===== config.mk =====
export PLATFORM = sky130hd
export DESIGN_NAME = lut_cfg_chain
export DESIGN_NICKNAME = d
export VERILOG_FILES = /design/src/rtl/lut_cfg_chain.sv
export SDC_FILE = /design/constraint.sdc
export NUM_CORES = 1
export LEC_CHECK = 0
export ABC_CLOCK_PERIOD_IN_PS = 3300
export BUFFER_PORTS_ARGS = -buffer_cell sky130_fd_sc_hd__buf_2
export CAP_MARGIN = 20
export CORE_MARGIN = 2
export CORE_UTILIZATION = 30
export CTS_CLUSTER_SIZE = 28
export DETAILED_ROUTE_END_ITERATION = 16
export PLACE_DENSITY_LB_ADDON = 0.08
export SLEW_MARGIN = 20
export SYNTH_ARGS = -nofsm -noshare
export SYNTH_HDL_FRONTEND = slang
export SYNTH_SLANG_ARGS = --single-unit

===== constraint.sdc =====
create_clock -name clk -period 3.3 [get_ports clk]
set_input_delay 0.825 -clock clk [delete_from_list [all_inputs] [get_ports clk]]
set_output_delay 0.825 -clock clk [all_outputs]
set_load 0.01 [all_outputs]

===== src/rtl/lut_cfg_chain.sv =====
// lut_cfg_chain: configurable look-up table loaded over a valid/ready word
// stream.
//
// A load is NWORDS = MEM_SIZE/CONFIG_WIDTH + 1 words long:
//   - words 0 .. NWORDS-2 fill the truth table, lowest bits first;
//   - the last word is the mode word: bit 0 = frac, bit 1 = regm.
//
// Output modes:
//   - frac=0: one INPUTS-input LUT. out0 = mem[addr], out1 = 0.
//   - frac=1: two (INPUTS-1)-input LUTs that share the low address bits.
//             out0 reads the lower half of mem, out1 the upper half.
//   - regm=0: outputs are combinational from addr.
//   - regm=1: outputs come from a register that loads when ce=1.
//
// Outputs stay 0 until a load has completed (cfg_done=1).
//
// Ports:
//   clk       - clock; all state changes on its rising edge
//   rst       - synchronous active-high reset
//   cfg_en    - request configuration mode (dropping it mid-load aborts)
//   cfg_valid - cfg_data holds a word
//   cfg_ready - a word is accepted this cycle (only while loading)
//   cfg_data  - configuration word
//   cfg_done  - configuration complete, outputs live
//   addr      - LUT address
//   ce        - output register enable (registered mode only)
//   out0      - primary LUT output
//   out1      - secondary output (fractured mode only, else 0)
module lut_cfg_chain #(
    parameter int INPUTS       = 4,
    parameter int MEM_SIZE     = 2 ** INPUTS,
    parameter int CONFIG_WIDTH = 4
) (
    input  logic                    clk,
    input  logic                    rst,
    input  logic                    cfg_en,
    input  logic                    cfg_valid,
    output logic                    cfg_ready,
    input  logic [CONFIG_WIDTH-1:0] cfg_data,
    output logic                    cfg_done,
    input  logic [INPUTS-1:0]       addr,
    input  logic                    ce,
    output logic                    out0,
    output logic                    out1
);

    localparam int NWORDS = MEM_SIZE / CONFIG_WIDTH + 1;
    localparam int CNT_W  = $clog2(NWORDS);
    localparam logic [CNT_W-1:0] LAST = CNT_W'(NWORDS - 1);

    localparam logic [1:0] IDLE = 2'd0;
    localparam logic [1:0] LOAD = 2'd1;
    localparam logic [1:0] DONE = 2'd2;

    logic [1:0]          state;
    logic [CNT_W-1:0]    cnt;
    logic [MEM_SIZE-1:0] mem;
    logic                frac;
    logic                regm;
    logic [1:0]          out_q;
    logic                lut0;
    logic                lut1;
    logic                xfer;
    logic [INPUTS-1:0]   lo_addr;
    logic [INPUTS-1:0]   hi_addr;

    assign cfg_ready = (state == LOAD);
    assign cfg_done  = (state == DONE);
    assign xfer      = cfg_valid && cfg_ready;

    // In fractured mode the top address bit picks the half of the table,
    // so the two halves are read in parallel with that bit forced.
    assign lo_addr = {1'b0, addr[INPUTS-2:0]};
    assign hi_addr = {1'b1, addr[INPUTS-2:0]};

    always_comb begin
        lut0 = 1'b0;
        lut1 = 1'b0;
        if (frac) begin
            lut0 = mem[lo_addr];
            lut1 = mem[hi_addr];
        end else begin
            lut0 = mem[addr];
        end
    end

    always_ff @(posedge clk) begin
        if (rst) begin
            state <= IDLE;
            cnt   <= '0;
            mem   <= '0;
            frac  <= 1'b0;
            regm  <= 1'b0;
            out_q <= 2'b00;
        end else begin
            // The output register only runs while the table is valid.
            // Otherwise it is cleared, so stale data never leaks out after
            // a reload.
            if (state != DONE) begin
                out_q <= 2'b00;
            end else if (ce) begin
                out_q <= {lut1, lut0};
            end

            case (state)
                IDLE: begin
                    if (cfg_en) begin
                        state <= LOAD;
                        cnt   <= '0;
                    end
                end
                LOAD: begin
                    // An abort drops any beat offered in the same cycle.
                    // Table bits written so far are kept.
                    if (!cfg_en) begin
                        state <= IDLE;
                        cnt   <= '0;
                    end else if (xfer) begin
                        if (cnt == LAST) begin
                            frac  <= cfg_data[0];
                            regm  <= cfg_data[1];
                            state <= DONE;
                        end else begin
                            for (int k = 0; k < NWORDS - 1; k++) begin
                                if (cnt == CNT_W'(k)) begin
                                    mem[k*CONFIG_WIDTH +: CONFIG_WIDTH] <= cfg_data;
                                end
                            end
                        end
                        cnt <= cnt + CNT_W'(1);
                    end
                end
                DONE: begin
                    if (cfg_en) begin
                        state <= LOAD;
                        cnt   <= '0;
                    end
                end
                default: begin
                    state <= IDLE;
                    cnt   <= '0;
                end
            endcase
        end
    end

    always_comb begin
        out0 = 1'b0;
        out1 = 1'b0;
        if (state == DONE) begin
            if (regm) begin
                out0 = out_q[0];
                out1 = out_q[1];
            end else begin
                out0 = lut0;
                out1 = lut1;
            end
        end
    end

endmodule


==> summary.txt <==
critical path class - input pin to output port
number of fill cells - 404
largest net degree at the start of global routing - 26
Synth top cells by count - nor2_1 (29), dfxtp_1 (25), mux2i_1 (23)
EDFF count, synth - 0
Die Footprint - 4590 um2
maximum buffer depth of the clock tree - 2
IO Pins - 17
leading register cell type out of synthesis - dfxtp_1
Worst Max-Slew Pin Slew - 0.499 ns
Rows - 23
met3 Usage GRT - 0.0250
CTS HTree Levels - 1
Unique masters post-synth - 28
CP required - 2.47 ns
met1 usage - 0.173
post-DP HPWL - 1930 um
die width - 67.8 um
dominant cells by area after synthesis - dfxtp_1 (41%), mux2i_1 (19%), nor2_1 (8.9%)
cell count after synthesis - 131
Critical Path Fanout Max - 9
final cell count without fillers - 194
clock-pin slew of the registers on the worst-case setup and hold paths - 0.09 ns
Final nets - 163
CORE AREA - 3940 um2
drt via density - 4.69
CTS tree - yes
detailed-route via count - 909
DRT antenna net count - 0
Yosys Warn Count - 0
GRT met2 Usage - 0.190
Post-synth ARST share - 0
global route hottest layer - met2
Num CTS Buffers - 3
Max IR drop VDD - 0.000137 V
DR DRC count - 0
share of the synthesized area in the top cell type - 0.410
number of port buffers - 16
worst slack at placement - 0.158 ns
Critical Path End Type - output port
initial core utilization - 0.309
Max Cap Violations - 0
Worst Setup Start Kind - input pin
CTS Sinks - 25
final worst slack - 0.255 ns
most instantiated library cell after synthesis - nor2_1
design area - 1380 um2
Final Skew - 0.00603 ns
WL final - 2540 um
DR iter-0 viols - 43
mapped cell area - 1220 um2
Cell Area, Placed - 1330 um2
placer congestion estimate - 0.761
Synth Area per Inst - 9.31 um2
critical path data arrival time - 2.22 ns
Die H - 67.8 um
Synth Register Bits - 25
layout cells sized above 1 - 0.174
sequential share of the synthesized area - 0.410
Yosys top cell by area - dfxtp_1
cell count after placement - 190
Tcrit/Tclk final - 0.923
Final setup viols - 0
DR WL/cell - 13.1 um
Slew HR - 0.659
Slew Viols, Final - 0
RSZ-0062 raised after global routing - false
outcome - completed
first-pass GRT wire length - 4210 um
Power Density - 384 nW/um2
Layout area overhead - 13.2%
number of global-route vias before repair - 860
min cycle time layout - 3.04 ns
leak pwr - 0.560 nW
Total GRT Usage - 0.125
cts hold-fix bufs - 0
Synth Net Count - 149
setup tns final - 0 ns
Peak Freq - 0.328 GHz
Clk Latency, worst-skew pair - 0.27 ns
Final Hold Viols - 0
worst hold path type - flop to flop
antenna violations before repair - 0
total gr overflow - 0
drt pass-1 iters - 4
root buffer cell - clkbuf_8
Antenna diodes - 0
==> metal layers <==
metal | part of all wire | up-vias | routed length [um]
li1 | - | 472 | -
met4 | 0.013 | 0 | 33
met2 | 0.44 | 17 | 1120
met1 | 0.51 | 416 | 1300
met5 | 0 | - | 0
met3 | 0.034 | 4 | 86
==> critical path, stage by stage <==
cell      delay [ns]
buf_2           0.22
mux2i_1         0.11
mux4_2          0.49
nand2_1         0.08
o21ai_1         0.09
a211oi_1        0.24
buf_2           0.16
==> cells by family (layout without fill, tap and decap cells) <==
logic type                 count (synthesis)  after routing  synth area share
AOI/OAI and AO/OA                         14             14            0.0841
adders and majority gates                  5              5            0.0513
buffers and inverters                     12             25            0.0431
DFF                                       25             25             0.410
muxes                                     26             26             0.229
and+or+nand+nor                           49             49             0.183
==> cells in the final DEF, fill, tap and decap left out, types with 4 or more instances in the layout <==
cell type,count
inv_1,5
ha_1,5
mux2i_1,23
nor2_1,29
nand2b_1,5
nand2_1,4
buf_2,16
dfxtp_1,25
==> layout make-up <==
| cell class | instances | area, um2 | share of cell area |
|---|---|---|---|
| clock buffers | 3 | 41.3 | 0.0299 |
| clock inverters | 1 | 5.00 | 0.00362 |
| inverters | 5 | 18.8 | 0.0136 |
| multi-input cells | 94 | 673 | 0.487 |
| flip-flops and latches | 25 | 500 | 0.362 |
| well taps | 50 | 62.6 | 0.0453 |
| repair buffers | 16 | 80.1 | 0.0580 |
==> where the power goes <==
part	internal, mW	switching, mW
clock	0.0846	0.100
combinational	0.0157	0.0247
sequential	0.304	0.00173
total	0.404	0.127
==> sequential cells by signal, summed over array words and instances (netlist names) <==
register	cells
mem	16
cnt	3
out_q	2
state	2
frac	1
regm	1
==> metrics by stage <==
| stage | power [mW] | util | hold WS [ns] |
|---|---|---|---|
| floorplan | 0.335 | - | 0.449 |
| finish | 0.531 | 0.350 | 0.499 |
| global route | 0.560 | 0.350 | 0.529 |
| global placement | 0.352 | 0.337 | 0.468 |
| detailed placement | 0.352 | 0.337 | 0.486 |
| CTS | 0.541 | 0.349 | 0.503 |
==> path summary, 6_finish.rpt <==
path / from / end / slack (ns) / cells after the start
setup / recovery: addr[0] / out0 / 0.26 / 7
setup reg to reg: mem[7]$_SDFFE_PP0P_ / out_q[0]$_SDFFE_PP0P_ / 1.76 / 5
hold / removal: state[0]$_SDFFE_PP0P_ / state[0]$_SDFFE_PP0P_ / 0.50 / 1
hold reg to reg: state[0]$_SDFFE_PP0P_ / state[0]$_SDFFE_PP0P_ / 0.50 / 1
==> repair_timing <==
item | in CTS | in global routing
resized for setup | 0 | 1
endpoints found under the setup margin | 0 | 1
buffers inserted | 0 | 0
Power figures use the tool's default switching activity.
